`config.mk`:
```
export PLATFORM = sky130hd
export DESIGN_NAME = interconn_key_rx
export DESIGN_NICKNAME = d
export VERILOG_FILES = /design/src/rtl/touhou_key_pkg.sv /design/src/rtl/key_debounce.sv /design/src/rtl/interconn_key_rx.sv
export SDC_FILE = /design/constraint.sdc
export NUM_CORES = 1
export LEC_CHECK = 0
export ABC_CLOCK_PERIOD_IN_PS = 2100
export CORE_MARGIN = 2
export CORE_UTILIZATION = 35
export DETAILED_ROUTE_END_ITERATION = 8
export GPL_TIMING_DRIVEN = 0
export HOLD_SLACK_MARGIN = 0.05
export PLACE_DENSITY_LB_ADDON = 0.2
export SKIP_LAST_GASP = 1
export SYNTH_ARGS = -nofsm -noshare
export SYNTH_HDL_FRONTEND = slang
export SYNTH_SLANG_ARGS = --single-unit
```
`constraint.sdc`:
```
create_clock -name sys_clk -period 2.1 [get_ports sys_clk]
set_input_delay 0.21 -clock sys_clk [delete_from_list [all_inputs] [get_ports sys_clk]]
set_output_delay 0.21 -clock sys_clk [all_outputs]
set_load 0.01 [all_outputs]
```
`src/rtl/touhou_key_pkg.sv`:
```
// Package: touhou_key_pkg
// Shared key-line definitions for the S7 -> Z7 game-control interconnect.
// The bit order below matches the slave-side encoder and must not change.
package touhou_key_pkg;

  localparam int unsigned N_TOUHOU_KEYS = 6;

  // Bit index of each control in key_lines_in / keys_held / frame_keys.
  typedef enum int unsigned {
    KEY_Z     = 0,
    KEY_SHIFT = 1,
    KEY_UP    = 2,
    KEY_DOWN  = 3,
    KEY_LEFT  = 4,
    KEY_RIGHT = 5
  } key_idx_e;

endpackage

```
`src/rtl/key_debounce.sv`:
```
// Module: key_debounce
// One control line: 2-flop synchroniser, debounce counter, held level and
// 1-cycle press/release pulses.
// Ports:
//   sys_clk      in   system clock
//   reset_rtl_0  in   asynchronous active-low reset
//   key_line_in  in   raw line, asynchronous to sys_clk
//   key_held     out  debounced level, 1 = pressed
//   key_press    out  1-cycle pulse on the cycle key_held rises
//   key_release  out  1-cycle pulse on the cycle key_held falls
module key_debounce #(
  parameter int unsigned DEBOUNCE_CYCLES = 100000
) (
  input  logic sys_clk,
  input  logic reset_rtl_0,
  input  logic key_line_in,
  output logic key_held,
  output logic key_press,
  output logic key_release
);

  localparam int unsigned CNT_W_RAW = $clog2(DEBOUNCE_CYCLES + 1);
  localparam int unsigned CNT_W     = (CNT_W_RAW < 1) ? 1 : CNT_W_RAW;
  localparam logic [CNT_W-1:0] CNT_LAST = CNT_W'(DEBOUNCE_CYCLES - 1);

  logic             sync_q1;
  logic             sync_q2;
  logic [CNT_W-1:0] cnt;
  logic             differ;
  logic             expire;

  always_comb begin
    differ = (sync_q2 != key_held);
    expire = differ && (cnt == CNT_LAST);
  end

  always_ff @(posedge sys_clk or negedge reset_rtl_0) begin
    if (!reset_rtl_0) begin
      sync_q1     <= 1'b0;
      sync_q2     <= 1'b0;
      cnt         <= '0;
      key_held    <= 1'b0;
      key_press   <= 1'b0;
      key_release <= 1'b0;
    end else begin
      sync_q1     <= key_line_in;
      sync_q2     <= sync_q1;
      key_press   <= 1'b0;
      key_release <= 1'b0;
      if (!differ) begin
        cnt <= '0;
      end else if (expire) begin
        // Level and its edge pulse update together, so a pulse always
        // coincides with the first cycle of the new held level.
        key_held    <= sync_q2;
        key_press   <= sync_q2;
        key_release <= ~sync_q2;
        cnt         <= '0;
      end else begin
        cnt <= cnt + CNT_W'(1);
      end
    end
  end

endmodule

```
`src/rtl/interconn_key_rx.sv`:
```
// Module: interconn_key_rx
// Z7-side receiver for the game-control lines driven by the S7 slave board.
// Each line is synchronised and debounced; short taps are latched until the
// next frame so the game never misses a press shorter than a frame.
// Ports:
//   sys_clk      in   system clock, 100 MHz
//   reset_rtl_0  in   asynchronous active-low reset
//   key_lines_in in   raw lines from the board interconnect (asynchronous)
//   frame_tick   in   1-cycle strobe per game frame, requests a snapshot
//   keys_held    out  debounced levels, 1 = pressed
//   key_press    out  1-cycle pulse per bit when keys_held rises
//   key_release  out  1-cycle pulse per bit when keys_held falls
//   frame_keys   out  keys held or tapped since the previous frame_tick
//   frame_valid  out  1-cycle pulse the cycle after frame_tick
module interconn_key_rx
  import touhou_key_pkg::*;
#(
  parameter int unsigned N_KEYS          = N_TOUHOU_KEYS,
  parameter int unsigned DEBOUNCE_CYCLES = 100000
) (
  input  logic              sys_clk,
  input  logic              reset_rtl_0,
  input  logic [N_KEYS-1:0] key_lines_in,
  input  logic              frame_tick,
  output logic [N_KEYS-1:0] keys_held,
  output logic [N_KEYS-1:0] key_press,
  output logic [N_KEYS-1:0] key_release,
  output logic [N_KEYS-1:0] frame_keys,
  output logic              frame_valid
);

  logic [N_KEYS-1:0] tap;

  for (genvar i = 0; i < N_KEYS; i++) begin : g_key
    key_debounce #(
      .DEBOUNCE_CYCLES (DEBOUNCE_CYCLES)
    ) u_debounce (
      .sys_clk     (sys_clk),
      .reset_rtl_0 (reset_rtl_0),
      .key_line_in (key_lines_in[i]),
      .key_held    (keys_held[i]),
      .key_press   (key_press[i]),
      .key_release (key_release[i])
    );
  end

  always_ff @(posedge sys_clk or negedge reset_rtl_0) begin
    if (!reset_rtl_0) begin
      tap         <= '0;
      frame_keys  <= '0;
      frame_valid <= 1'b0;
    end else begin
      frame_valid <= frame_tick;
      if (frame_tick) begin
        // A press arriving with the tick is folded into this snapshot
        // directly, so clearing tap here loses nothing.
        frame_keys <= keys_held | tap | key_press;
        tap        <= '0;
      end else begin
        tap <= tap | key_press;
      end
    end
  end

endmodule
```
==> impl_metrics.env <==
export IMPL_cp_max_fo=10
export IMPL_clock_sinks=145
export IMPL_numCtsBuffers=17
export IMPL_worstHoldPathType="input pin to flip-flop"
export IMPL_syn_to_final_growth_pct=20.1
export IMPL_grt_max_degree=99
export IMPL_critPathRequiredTime_ps=2400
export IMPL_vias=4582
export IMPL_fill_cells=1752
export IMPL_die_w_um=141
export IMPL_arrival_ps=2290
export IMPL_grt_overflow=0
export IMPL_layout_min_cycle_time_ps=1990
export IMPL_synth_nets=639
export IMPL_rows=50
export IMPL_final_util_pct=42.4
export IMPL_ir_worst_vdd_v=0.000557
export IMPL_synth_most_common_cell="dfrtp_1"
export IMPL_grtUsageTotal_pct=14.0
export IMPL_place_congestion=0.826
export IMPL_wirelength_um=12600
export IMPL_antenna_found_initial=0
export IMPL_cellPowerDensity_mw_per_mm2=805
export IMPL_n_antenna_cell=0
export IMPL_rr_worst_depth=5
export IMPL_ys_warnings_count=0
export IMPL_tns_ps=0
export IMPL_crit_reg2reg_launch="g_key[5].u_debounce.cnt[11]$_DFF_PN0_"
export IMPL_htreeDepth=4
export IMPL_crit_type="flip-flop to flip-flop"
export IMPL_synth_edff_count=0
export IMPL_reg2reg_slack_ps=110
export IMPL_worst_slew_pin_slew_ps=661
export IMPL_drive_gt1_share_pct=10.3
export IMPL_maxSlewHeadroom_pct=55.9
export IMPL_dr_pass1_iters=4
export IMPL_p_leak_nw=3.22
export IMPL_ios=34
export IMPL_hold_depth=1
export IMPL_cts_tree="built"
export IMPL_setup_viol=0
export IMPL_end_kind="flip-flop"
export IMPL_dp_hpwl_um=8380
export IMPL_finClkSkew_ps=6.63
export IMPL_async_reset_ff_share_pct=100
export IMPL_timing_hold_violations_final=0
export IMPL_clkTransAtPathRegs_ps=60
export IMPL_fin_cells=923
export IMPL_grt_pass1_wl_um=22300
export IMPL_avgViaCountPerCell=4.96
export IMPL_die_area_sq_mm=0.0199
export IMPL_dp_cells=892
export IMPL_yosys_area_top_type="dfrtp_1"
export IMPL_detail_route_antenna_nets=0
export IMPL_cp_start_kind="flip-flop"
export IMPL_hold_path_end="g_key[5].u_debounce.sync_q1$_DFF_PN0_"
export IMPL_hold_ws_ps=237
export IMPL_ys_seq_area_share_pct=55.3
export IMPL_clock_latency_ps=410
export IMPL_finalCritPeriodShare_pct=94.7
export IMPL_start_util_pct=35.3
export IMPL_regToRegEndpoint="g_key[5].u_debounce.cnt[9]$_DFF_PN0_"
export IMPL_cts_root_buf="clkbuf_16"
export IMPL_wl_per_cell_um=13.7
export IMPL_die_y_um=141
export IMPL_fmax_mhz=503
export IMPL_syn_area_per_cell_sq_um=10.5
export IMPL_grt_pass1_vias=4644
export IMPL_route_detailed_drc=0
export IMPL_synth_common_cells="dfrtp_1, nor2_1, xnor2_1"
export IMPL_netlist_area_sq_mm=0.00656
export IMPL_final_nets=691
export IMPL_slew_viol_final=0
export IMPL_io_buffer_count=33
export IMPL_netlist_instances=624
export IMPL_drt_iter0_drc=177
export IMPL_synth_top_area_share_pct=55.3
export IMPL_ys_types=33
export IMPL_status="complete, no violations"
export IMPL_core_region_area_sq_mm=0.0186
export IMPL_clockBufferDepth=2
export IMPL_synthTopCellsByArea="dfrtp_1, xnor2_1, nor2_1"
export IMPL_cap_violations=0
export IMPL_rsz0062_at_grt="no"
export IMPL_synth_seq_cells=145
export IMPL_ys_flop_type="dfrtp_1"
export IMPL_hold_start="key_lines_in[5]"
## through the flow
stage	worst slack [ps]	instance area (sq um)	power [W]
floorplan	181	6560	0.00302
global placement	-4990	7180	0.00315
detailed placement	-410	7210	0.00317
CTS	0.506	7860	0.00645
global route	7.69	7880	0.00660
finish	111	7880	0.00634
## layout make-up
type	instances	area (sq um)	area share, %
Buffer	28	193	2.44
Inverter	8	30.0	0.381
Clock buffer	23	488	6.19
Sequential cell	145	3630	46.0
Tap cell	234	293	3.71
Timing Repair Buffer	36	377	4.78
Multi-Input combinational cell	440	2720	34.5
Clock inverter	9	153	1.94
## how the worst max path moves through the flow
| stage | from | endpoint | slack [ps] |
|---|---|---|---|
| 2_1_floorplan | g_key[5].u_debounce.cnt[11]$_DFF_PN0_ | g_key[5].u_debounce.key_held$_DFFE_PN0P_ | 180 |
| 3_3_place_gp | reset_rtl_0 | g_key[5].u_debounce.cnt[9]$_DFF_PN0_ | -4990 |
| 3_5_place_dp | frame_tick | frame_keys[3]$_DFFE_PN0P_ | -410 |
| 4_1_cts | g_key[3].u_debounce.cnt[0]$_DFF_PN0_ | g_key[3].u_debounce.cnt[15]$_DFF_PN0_ | 0.5 |
| 5_1_grt | g_key[3].u_debounce.cnt[0]$_DFF_PN0_ | g_key[3].u_debounce.cnt[15]$_DFF_PN0_ | 8 |
| 6_report | g_key[5].u_debounce.cnt[11]$_DFF_PN0_ | g_key[5].u_debounce.cnt[9]$_DFF_PN0_ | 110 |
## power breakdown
part | internal, W | total, W | switching, W | leakage, nW
Sequential | 0.00284 | 0.00289 | 0.0000441 | 1.97
Combinational | 0.0000795 | 0.000223 | 0.000143 | 0.947
Clock | 0.00211 | 0.00323 | 0.00112 | 0.305
Total | 0.00503 | 0.00634 | 0.00131 | 3.22
## kinds of logic (layout without fill, tap and decap cells)
| group | count (synthesis) | after routing | synth area share, % |
|---|---|---|---|
| fa+ha+maj | 6 | 6 | 1.14 |
| buf+inv | 39 | 104 | 3.39 |
| xor+xnor | 92 | 92 | 12.3 |
| mux | 6 | 6 | 1.09 |
| simple gates | 322 | 322 | 25.6 |
| flops | 145 | 145 | 55.3 |
| compound gates | 14 | 14 | 1.14 |
## worst max-delay path, cell delays in order (launching register included)
cell	delay, ps
dfrtp_1	420
or4_1	540
or4_4	560
nand2_4	150
buf_6	150
nor2_1	60
## what timing repair did
| item | 4_1_cts | 5_1_grt |
|---|---|---|
| pin swaps | 0 | 2 |
| setup buffers | 0 | 1 |
| gates resized for setup | 2 | 12 |
| hold endpoints to repair | 47 | 0 |
| endpoints found under the setup margin | 30 | 46 |
| hold buffers | 1 | 0 |
## state kept, by name, summed over array words and instances (netlist names)
| register | flops |
|---|---|
| frame_valid | 1 |
| frame_keys | 6 |
| g_key.u_debounce.sync_q2 | 6 |
| g_key.u_debounce.key_release | 6 |
| tap | 6 |
| g_key.u_debounce.cnt | 102 |
| g_key.u_debounce.key_held | 6 |
| g_key.u_debounce.key_press | 6 |
| g_key.u_debounce.sync_q1 | 6 |
## layer usage
metal | global-route usage (%) | wire length (um) | vias to the layer above | share of wire, %
li1 | - | - | 2266 | -
met1 | 18.1 | 5880 | 2239 | 47
met2 | 23.1 | 6200 | 70 | 49
met3 | 4.08 | 416 | 7 | 3.3
met4 | 3.63 | 127 | 0 | 1.0
met5 | 0 | 0 | - | 0
## cells in the final DEF, fill, tap and decap left out, types with 2 or more instances in the layout
| master | netlist | layout |
|---|---|---|
| clkinvlp_4 | 0 | 3 |
| xor2_1 | 34 | 34 |
| clkbuf_1 | 11 | 5 |
| and3_1 | 7 | 7 |
| mux2_2 | 5 | 5 |
| clkdlybuf4s50_1 | 0 | 32 |
| o31ai_1 | 2 | 2 |
| nor4_1 | 23 | 23 |
| ha_1 | 6 | 6 |
| buf_4 | 18 | 19 |
| nand2_2 | 0 | 4 |
| clkbuf_16 | 0 | 17 |
| clkbuf_2 | 1 | 5 |
| nor4b_1 | 5 | 5 |
| bufinv_16 | 0 | 4 |
| or4_1 | 3 | 3 |
| nor2_1 | 117 | 117 |
| nand3_1 | 34 | 34 |
| o21ai_0 | 2 | 2 |
| buf_6 | 1 | 2 |
| xnor2_1 | 58 | 58 |
| nor3_1 | 26 | 26 |
| or3_1 | 2 | 2 |
| a21oi_1 | 10 | 10 |
| inv_1 | 8 | 8 |
| dfrtp_1 | 145 | 145 |
| nand2_1 | 30 | 26 |
| nand4_1 | 35 | 35 |
| and4_1 | 9 | 9 |
| nor3b_1 | 12 | 12 |
| and3_2 | 2 | 2 |
| nor4bb_1 | 10 | 10 |
| clkinv_2 | 0 | 2 |
| nand4b_1 | 3 | 3 |
| clkbuf_8 | 0 | 4 |
Power figures use the tool's default switching activity.
